==> src/rtl/proc_pkg.sv <==
// proc_pkg: definitions shared by the processor stack blocks.
//   STK_* : stack operation codes, encoded as {pop, push}, for the control FSM
//   PROC_DATA_W : default word width, matching the R0..R7 bus width
package proc_pkg;

  localparam logic [1:0] STK_NOP  = 2'b00;
  localparam logic [1:0] STK_PUSH = 2'b01;
  localparam logic [1:0] STK_POP  = 2'b10;
  localparam logic [1:0] STK_REPL = 2'b11;

  localparam int PROC_DATA_W = 16;

endpackage : proc_pkg

==> src/rtl/proc_stack_mem.sv <==
// proc_stack_mem: DEPTH x DATA_W register array backing the stack.
//   clk      : write clock
//   we_i     : write enable
//   waddr_i  : write address
//   wdata_i  : write data
//   raddr_i  : asynchronous read address
//   rdata_o  : asynchronous read data
// The array has no reset; entries are only meaningful below the occupancy count.
module proc_stack_mem #(
  parameter int DATA_W = 16,
  parameter int DEPTH  = 16
) (
  input  logic                     clk,
  input  logic                     we_i,
  input  logic [$clog2(DEPTH)-1:0] waddr_i,
  input  logic [DATA_W-1:0]        wdata_i,
  input  logic [$clog2(DEPTH)-1:0] raddr_i,
  output logic [DATA_W-1:0]        rdata_o
);

  logic [DATA_W-1:0] mem_q [DEPTH];

  // Synchronous write port.
  always_ff @(posedge clk) begin
    if (we_i) begin
      mem_q[waddr_i] <= wdata_i;
    end else begin
      mem_q[waddr_i] <= mem_q[waddr_i];
    end
  end

  assign rdata_o = mem_q[raddr_i];

endmodule : proc_stack_mem

==> src/rtl/proc_stack_unit.sv <==
// proc_stack_unit: parametrised PUSH/POP stack with a registered top of stack.
//   clk       : system clock
//   rst       : synchronous active-low reset
//   push/pop  : stack operations; both together replace the top entry
//   clear     : empty the stack, keeping the error flags
//   err_clr   : clear the sticky overflow/underflow flags
//   din       : data to push
//   top       : registered top of stack, 0 when empty
//   count     : number of valid entries, 0..DEPTH
//   empty     : count == 0
//   full      : count == DEPTH
//   overflow  : sticky, a push was rejected on a full stack
//   underflow : sticky, a pop was rejected on an empty stack
module proc_stack_unit
  import proc_pkg::*;
#(
  parameter int DATA_W = PROC_DATA_W,
  parameter int DEPTH  = 16
) (
  input  logic                   clk,
  input  logic                   rst,
  input  logic                   push,
  input  logic                   pop,
  input  logic                   clear,
  input  logic                   err_clr,
  input  logic [DATA_W-1:0]      din,
  output logic [DATA_W-1:0]      top,
  output logic [$clog2(DEPTH):0] count,
  output logic                   empty,
  output logic                   full,
  output logic                   overflow,
  output logic                   underflow
);

  localparam int CNT_W = $clog2(DEPTH) + 1;
  localparam int AW    = $clog2(DEPTH);

  logic [CNT_W-1:0]  count_q, count_d;
  logic [DATA_W-1:0] top_q, top_d;
  logic              ovf_q, ovf_d;
  logic              udf_q, udf_d;
  logic              ovf_set_s, udf_set_s;
  logic              empty_s, full_s;
  logic              we_s;
  logic [AW-1:0]     waddr_s;
  logic [AW-1:0]     raddr_s;
  logic [DATA_W-1:0] rdata_s;

  assign empty_s = (count_q == {CNT_W{1'b0}});
  assign full_s  = (count_q == CNT_W'(DEPTH));

  // The entry just below the current top, which becomes the new top on a pop.
  assign raddr_s = AW'(count_q - CNT_W'(2));

  proc_stack_mem #(
    .DATA_W (DATA_W),
    .DEPTH  (DEPTH)
  ) u_mem (
    .clk     (clk),
    .we_i    (we_s),
    .waddr_i (waddr_s),
    .wdata_i (din),
    .raddr_i (raddr_s),
    .rdata_o (rdata_s)
  );

  // Operation decode: next count/top, memory write and error events.
  always_comb begin
    count_d   = count_q;
    top_d     = top_q;
    we_s      = 1'b0;
    waddr_s   = AW'(count_q);
    ovf_set_s = 1'b0;
    udf_set_s = 1'b0;
    if (clear) begin
      count_d = {CNT_W{1'b0}};
      top_d   = {DATA_W{1'b0}};
    end else begin
      case ({pop, push})
        STK_PUSH: begin
          if (full_s) begin
            ovf_set_s = 1'b1;
          end else begin
            we_s    = 1'b1;
            waddr_s = AW'(count_q);
            count_d = count_q + CNT_W'(1);
            top_d   = din;
          end
        end
        STK_POP: begin
          if (empty_s) begin
            udf_set_s = 1'b1;
          end else if (count_q == CNT_W'(1)) begin
            count_d = {CNT_W{1'b0}};
            top_d   = {DATA_W{1'b0}};
          end else begin
            count_d = count_q - CNT_W'(1);
            top_d   = rdata_s;
          end
        end
        STK_REPL: begin
          // Replace-top overwrites the live top entry; on an empty stack it is a no-op.
          if (!empty_s) begin
            we_s    = 1'b1;
            waddr_s = AW'(count_q - CNT_W'(1));
            top_d   = din;
          end else begin
            top_d   = top_q;
          end
        end
        default: begin
          count_d = count_q;
        end
      endcase
    end
    // A newly raised error wins over err_clr in the same cycle.
    ovf_d = ovf_set_s | (ovf_q & ~err_clr);
    udf_d = udf_set_s | (udf_q & ~err_clr);
  end

  // State registers with synchronous active-low reset.
  always_ff @(posedge clk) begin
    if (!rst) begin
      count_q <= {CNT_W{1'b0}};
      top_q   <= {DATA_W{1'b0}};
      ovf_q   <= 1'b0;
      udf_q   <= 1'b0;
    end else begin
      count_q <= count_d;
      top_q   <= top_d;
      ovf_q   <= ovf_d;
      udf_q   <= udf_d;
    end
  end

  assign top       = top_q;
  assign count     = count_q;
  assign empty     = empty_s;
  assign full      = full_s;
  assign overflow  = ovf_q;
  assign underflow = udf_q;

endmodule : proc_stack_unit
==> config.mk <==
export PLATFORM = sky130hd
export DESIGN_NAME = proc_stack_unit
export DESIGN_NICKNAME = d
export VERILOG_FILES = /design/src/rtl/proc_pkg.sv /design/src/rtl/proc_stack_mem.sv /design/src/rtl/proc_stack_unit.sv
export SDC_FILE = /design/constraint.sdc
export NUM_CORES = 1
export LEC_CHECK = 0
export CAP_MARGIN = 40
export CELL_PAD_IN_SITES_DETAIL_PLACEMENT = 1
export CELL_PAD_IN_SITES_GLOBAL_PLACEMENT = 1
export CORE_MARGIN = 10
export CORE_UTILIZATION = 49
export CTS_BUF_LIST = sky130_fd_sc_hd__clkbuf_8
export DETAILED_ROUTE_END_ITERATION = 10
export GPL_TIMING_DRIVEN = 0
export PLACE_DENSITY_LB_ADDON = 0.1
export SLEW_MARGIN = 10
export SYNTH_ARGS = -nofsm -noshare
export SYNTH_HDL_FRONTEND = slang
export SYNTH_SLANG_ARGS = --single-unit
export TNS_END_PERCENT = 100
==> constraint.sdc <==
create_clock -name clk -period 2.91 [get_ports clk]
set_input_delay 0.4365 -clock clk [delete_from_list [all_inputs] [get_ports clk]]
set_output_delay 0.4365 -clock clk [all_outputs]
set_load 0.02 [all_outputs]
==> results of run 1 <==
## report_power, final
part | switching, mW | internal (mW)
sequential | 0.0195 | 4.41
combinational | 0.403 | 0.226
clock | 1.62 | 2.28
total | 2.04 | 6.92
## synth_stat cells (all sizes together)
library cell | count | area, µm²
xnor2 | 3 | 26.28
o211a | 1 | 10.01
nand3b | 2 | 15.01
a211o | 1 | 8.760
a32o | 1 | 10.01
a21oi | 9 | 52.55
or2 | 1 | 6.260
a21o | 2 | 15.01
and3 | 3 | 23.77
or4b | 1 | 13.76
nor2 | 24 | 90.09
o32ai | 1 | 8.760
nand2b | 6 | 37.54
nand2 | 52 | 195.2
o31ai | 1 | 7.510
buf | 30 | 187.7
a211oi | 1 | 7.510
nand4 | 3 | 18.77
mux4 | 64 | 1468
xor2 | 2 | 25.03
nor3 | 5 | 25.02
clkbuf | 12 | 45.04
and2 | 2 | 15.02
dfxtp | 23 | 460.4
nand3 | 66 | 330.3
a22o | 1 | 8.760
a22oi | 2 | 15.01
o211ai | 1 | 7.510
a21boi | 2 | 15.01
inv | 7 | 26.28
o311a | 1 | 10.01
a221oi | 1 | 8.760
ha | 7 | 87.58
o21ai | 34 | 170.2
a31oi | 17 | 106.4
edfxtp | 256 | 7687
nor2b | 3 | 18.77
mux2i | 3 | 55.05
nand4b | 1 | 8.760
a32oi | 1 | 8.760
## routing by layer
metal  part of all wire, %  up-vias
li1                      -     2866
met1                    42     3502
met2                    46      307
met3                   6.7       80
met4                   4.6        0
met5                     0        -
## stage by stage
| stage | cells | TNS [ns] | cell area, µm² | util, % |
|---|---|---|---|---|
| after floorplan | 653 | -13.02 | 11420 | - |
| after global placement | 984 | -175.64 | 12240 | 53.90 |
| after detailed placement | 992 | -168.52 | 12350 | 54.37 |
| after CTS | 1097 | 0 | 13760 | 60.60 |
| after global routing | 1098 | -5.614 | 13840 | 60.94 |
| final | 1098 | 0 | 13840 | 60.94 |
## sequential cells by signal, indices dropped and copies added, names as in the netlist
register and count:
top 16, overflow 1, underflow 1, count 5
u_mem.mem_q 256
## cell families (layout without fill, tap and decap cells)
| group | Yosys count | in the layout | synth area share [%] |
|---|---|---|---|
| simple gates | 169 | 169 | 7.041 |
| fa+ha+maj | 7 | 7 | 0.7725 |
| xor+xnor | 5 | 5 | 0.4526 |
| buf+inv | 49 | 209 | 2.284 |
| compound gates | 77 | 77 | 4.150 |
| mux | 67 | 67 | 13.43 |
| flops | 279 | 279 | 71.87 |
## cell type report
cell class / instances / area [µm²] / area share (%)
repair buffers: 76 / 873.3 / 6.311
clock buffers: 52 / 715.7 / 5.172
clock inverters: 34 / 339.1 / 2.450
flip-flops and latches: 279 / 8153 / 58.91
inverters: 7 / 28.78 / 0.2080
plain buffers: 40 / 254.0 / 1.835
multi-input cells: 325 / 3118 / 22.53
well taps: 285 / 356.6 / 2.577
## tightest hold or removal path, delay by kind of cell, from the launching register on
family	cells	cell delay [ns]
DFF	1	0.31
and+or+nand+nor	1	0.07
AOI/OAI and AO/OA	1	0.07
## worst paths after layout
kind         cells after the start     start  slack (ns)                  to
max reg2reg                     11  count[0]        0.04  u_mem.mem_q[5][10]
min                              2  overflow        0.50            overflow
max                             11  count[0]        0.04  u_mem.mem_q[5][10]
min reg2reg                      2  overflow        0.50            overflow
## repair_timing
item,in CTS,in global routing
pin swaps,16,0
resized for setup,25,18
setup buffers,21,1
setup endpoints to repair,274,260
==> metrics.csv, run 1 <==
metric,value,unit
average size of a mapped cell,17.36,µm²
hold buffer count at cts,0,
DRC,0,
routed wire length per instance,28.88,µm
Syn. warnings,0,
height of the die,172.1,µm
clock insertion delay at the later pin of the skew report,0.58,ns
number of DRC markers after the initial detailed-route iteration,729,
clock transition at the register clock pins on the worst setup and hold paths after CTS,0.06,ns
number of top-level pins,47,
global placement routability congestion,0.8551,
count of max-cap constraint violations,0,
final critical-path setup slack,0.03932,ns
number of endpoints with negative hold slack in the final report,0,
number of port buffers,46,
wire length reported by the detailed router,31710,µm
most used cell along the critical path,inv_2,
relative slew slack,36.67,%
first-pass GRT wire length,46470,µm
overall track demand over capacity in global routing,21.72,%
clock tree root buffer cell,clkbuf_8,
site row count,55,
synth unique cells,51,
synth-to-layout area growth,22.06,%
Crit. End Element,flop,
worst clock skew,0.02381,ns
via count of the first global-routing pass,7171,
WP buf/inv,5,
CORE AREA,22710,µm²
initial cell density of the core,49.92,%
pins over their slew limit,0,
combined area of all synthesized cells,11340,µm²
share of layout cells above drive strength 1,27.55,%
register bit total from synthesis,279,
register area share after synthesis,71.87,%
initial antenna violation count,0,
unrepaired setup endpoints after global routing,yes,
cell family with the largest share of critical-path delay,simple AND/OR/NAND/NOR gates,
maximum buffer depth of the clock tree,3,
Max VDD drop,0.4741,mV
required time reported for the critical path endpoint,3.17,ns
area enclosed by the die boundary,29620,µm²
endpoint arrival time on the critical path,3.13,ns
most congested layer reported by global routing,met2,
Vias,6755,
total clock buffers created by CTS,46,
leakage power summed over all cells,4.572,nW
crit start category,flop,
Final Total Pwr,8.960,mW
startpoint-to-endpoint class of the critical path,flop to flop,
TritonRoute pass-1 iters,5,
run status,completed,
met1 global-route usage,29.28,%
HPWL after DPL,20050,µm
Post-Place Setup Slack,-0.7974,ns
cell-by-cell trace of the critical path,inv_2 > buf_6 > ha_1 > clkbuf_4 > or4b_4 > inv_2 > nor2_1 > mux2i_4 > nand2_2 > nor2_4 > buf_12,
"commonest non-fill, non-tap cells in the layout","edfxtp_1, nand3_1, mux4_2",
"leading cell type in the layout, fill and taps excluded",edfxtp_1,
final-layout worst hold slack,0.4982,ns
cell area power density,647.5,nW/µm²
instance count of the mapped netlist,653,
CTS tree,done,
clock sink count,279,
top fanout value on the critical path,16,
maximum operating frequency,348.3,MHz
cell at the slowest stage of the critical path,or4b_4,
post-route clock period utilization,98.65,%
syn_nets,682,
met3 Track Usage GR,3.694,%
GR Layer Usage met2,34.05,%
Final nets,804,
horizontal extent of the die,172.1,µm
H-tree Lvls,2,
transition time at the pin with the least slew margin,0.9469,ns
vias per cell,6.152,
time the final worst path needs with I/O delays and setup,2.871,ns
maximum number of pins on one net before global-route repair,18,
remaining global-route overflow,0,
number of filler instances in the final layout,2030,
Setup-failing EPs final,0,
Hold Path Class,flop to flop,
delay of the slowest cell on the worst path,0.52,ns
number of diodes,0,
remaining number of nets flagged by the antenna check after routing,0,
Power figures use the tool's default switching activity.
==> run 2, diff against run 1 <==
CORE_ASPECT_RATIO = 1.2   (was not set)
PLACE_DENSITY = 0.82   (was not set)
PLACE_DENSITY_LB_ADDON = not set   (was 0.1)
==> run 2 against run 1 <==
Net effect:
- worst setup slack better by 0.020 ns
- sequential share of layout area up 1.8 points
- core utilization is 1.5 points lower
- clock skew increased by 0.013 ns
- flip-flop and latch count stayed put
- clock power shrank 24%
- hold slack better by 0.0060 ns
- global-route usage down 0.94 points
- final area decreased by 2.9%
- first-iteration DRC count shrank 0.55%
==> metrics.csv, run 2 (synthesis gave the netlist of run 1 again) <==
metric,value,unit,change
delay of the slowest cell on the worst path,0.51,ns,was 0.52 ns
dpl cells,1017,,was 992
transition time at the pin with the least slew margin,0.9642,ns,was 0.9469 ns
utilization after layout,59.45,%,was 60.94%
pins over their slew limit,0,,unchanged
startpoint-to-endpoint class of the critical path,flop to flop,,unchanged
cell area power density,598.6,nW/µm²,was 647.5 nW/µm²
cell-by-cell trace of the critical path,inv_4 > buf_6 > ha_1 > clkbuf_4 > or4b_4 > and3_4 > nor3_1 > a21oi_2 > nor2_2 > buf_8,,was inv_2 > buf_6 > ha_1 > clkbuf_4 > or4b_4 > inv_2 > nor2_1 > mux2i_4 > nand2_2 > nor2_4 > buf_12
number of port buffers,46,,unchanged
clock insertion delay at the later pin of the skew report,0.57,ns,was 0.58 ns
run status,completed,,unchanged
maximum number of pins on one net before global-route repair,18,,unchanged
switching power as a share of total power,24.09,%,was 22.82%
CTS tree,done,,unchanged
TritonRoute pass-1 iters,5,,unchanged
overall track demand over capacity in global routing,20.78,%,was 21.72%
final-layout worst hold slack,0.5042,ns,was 0.4982 ns
first-pass GRT wire length,46910,µm,was 46470 µm
final non-filler cell total,1101,,was 1098
post-detailed-placement cell area,12390,µm²,was 12350 µm²
Setup-failing EPs final,0,,unchanged
maximum operating frequency,350.7,MHz,was 348.3 MHz
time the final worst path needs with I/O delays and setup,2.851,ns,was 2.871 ns
Max VDD drop,0.3367,mV,was 0.4741 mV
area enclosed by the die boundary,29650,µm²,was 29620 µm²
Vias,6813,,was 6755
beginning of the worst register-to-register path,count[0],,unchanged
via count of the first global-routing pass,7314,,was 7171
clock sink count,279,,unchanged
Largest Register,u_mem.mem_q,,unchanged
endpoint arrival time on the critical path,3.09,ns,was 3.13 ns
vias per cell,6.188,,was 6.152
initial cell density of the core,50.17,%,was 49.92%
Hold Path Class,flop to flop,,unchanged
hold path start,overflow,,unchanged
Final Total Pwr,8.040,mW,was 8.960 mW
synth-to-layout area growth,18.49,%,was 22.06%
Final nets,789,,was 804
worst hold path stage count,2,,unchanged
top fanout value on the critical path,16,,unchanged
Switch Pwr,1.937,mW,was 2.045 mW
"commonest non-fill, non-tap cells in the layout","edfxtp_1, nand3_1, mux4_2",,unchanged
H-tree Lvls,2,,unchanged
initial antenna violation count,0,,unchanged
"leading cell type in the layout, fill and taps excluded",edfxtp_1,,unchanged
required time reported for the critical path endpoint,3.15,ns,was 3.17 ns
R2R setup slack,0.06,ns,was 0.04 ns
count of max-cap constraint violations,0,,unchanged
Setup crit end,u_mem.mem_q[10][6],,was u_mem.mem_q[5][10]
number of top-level pins,47,,unchanged
share of layout cells above drive strength 1,24.65,%,was 27.55%
clock power share,37.1,%,was 43.6%
startpoint of the most critical setup path,count[0],,unchanged
maximum buffer depth of the clock tree,3,,unchanged
leakage power summed over all cells,4.323,nW,was 4.572 nW
HPWL after DPL,20320,µm,was 20050 µm
clock tree root buffer cell,clkbuf_8,,unchanged
site row count,60,,was 55
hold buffer count at cts,0,,unchanged
height of the die,186.6,µm,was 172.1 µm
Worst Reg-to-Reg Cells,10,,was 11
number of endpoints with negative hold slack in the final report,0,,unchanged
wire length reported by the detailed router,31320,µm,was 31710 µm
clock transition at the register clock pins on the worst setup and hold paths after CTS,0.06,ns,about the same
fraction of power consumed by combinational cells,7.9,%,was 7.0%
global placement routability congestion,0.9534,,was 0.8551
Crit. End Element,flop,,unchanged
CORE AREA,22600,µm²,was 22710 µm²
Seq pwr share,55.0,%,was 49.4%
remaining global-route overflow,0,,unchanged
number of DRC markers after the initial detailed-route iteration,725,,was 729
cell at the slowest stage of the critical path,or4b_4,,unchanged
total clock buffers created by CTS,42,,was 46
worst r2r dst,u_mem.mem_q[10][6],,was u_mem.mem_q[5][10]
Largest register FFs,256,,unchanged
crit start category,flop,,unchanged
post-route clock period utilization,97.98,%,was 98.65%
relative slew slack,35.52,%,was 36.67%
design area,13430,µm²,was 13840 µm²
remaining number of nets flagged by the antenna check after routing,0,,unchanged
horizontal extent of the die,158.9,µm,was 172.1 µm
worst clock skew,0.03649,ns,was 0.02381 ns
unrepaired setup endpoints after global routing,yes,,unchanged
routed wire length per instance,28.44,µm,was 28.88 µm
number of diodes,0,,unchanged
design internal power,6.103,mW,was 6.915 mW
DRC,0,,unchanged
## run 2: cell types whose count changed in the layout (fill, tap and decap cells not counted), sizes merged
cell,previous run,this run
buf,56,45
dlymetal6s2s,1,0
clkinv,16,23
clkbuf,67,58
inv,16,13
bufinv,7,1
clkdlybuf4s50,44,45
## run 2: cell type report
cell class                 instances  area (µm²)
sequential                       279        8152
multi-input combinational        325        3077
fill                            2044        9164
inverter                           7       31.28
timing repair buffer              65       770.7
clock inverter                    32       168.9
tap                              310       387.9
buffer                            40       254.0
clock buffer                      43       591.8
## run 2: power by group through the flow
| stage | Clock [mW] | Combinational [mW] | Sequential [mW] |
|---|---|---|---|
| 2_1_floorplan | 0 | 0.306 | 4.52 |
| 3_3_place_gp | 0 | 0.570 | 4.50 |
| 3_5_place_dp | 0 | 0.601 | 4.51 |
| 4_1_cts | 3.02 | 0.615 | 4.42 |
| 5_1_grt | 3.23 | 0.667 | 4.42 |
| 6_report | 2.98 | 0.633 | 4.42 |
## run 2: through the flow
step / TNS, ns / worst slack (ns)
after global placement: -149.99 / -0.7568
after floorplan: -13.02 / -0.1138
after detailed placement: -136.05 / -0.6499
final: 0 / 0.05885
after global routing: -0.2492 / -0.01930
after CTS: 0 / 0.02246
## run 2: metal layers
metal	share of wire (%)	track usage [%]
met4	5.0	11.21
met3	7.3	3.717
met1	39	26.39
met2	48	33.41
met5	0	0
## run 2: how the worst min path moves through the flow
| stage | to | slack, ns |
|---|---|---|
| after floorplan | u_mem.mem_q[0][0] | 0.54 |
| after global placement | overflow | 0.47 |
| after detailed placement | overflow | 0.51 |
| after CTS | overflow | 0.51 |
| after global routing | overflow | 0.55 |
| final | overflow | 0.50 |
## run 2: critical path, delay by kind of cell (launching register included)
family | cells | cell delay (ns)
AND/OR/NAND/NOR | 4 | 1.16
buffers and inverters | 4 | 0.67
flip-flops | 1 | 0.40
adder cells (fa/ha/maj) | 1 | 0.15
AO/OA/AOI/OAI | 1 | 0.14
## run 2: repair_timing
| action | in CTS | in global routing |
|---|---|---|
| pin swaps | 8 | 0 |
| endpoints found under the setup margin | 274 | 209 |
| resized for setup | 18 | 15 |
| endpoints found under the hold margin | 0 | 0 |
| buffers inserted | 9 | 2 |
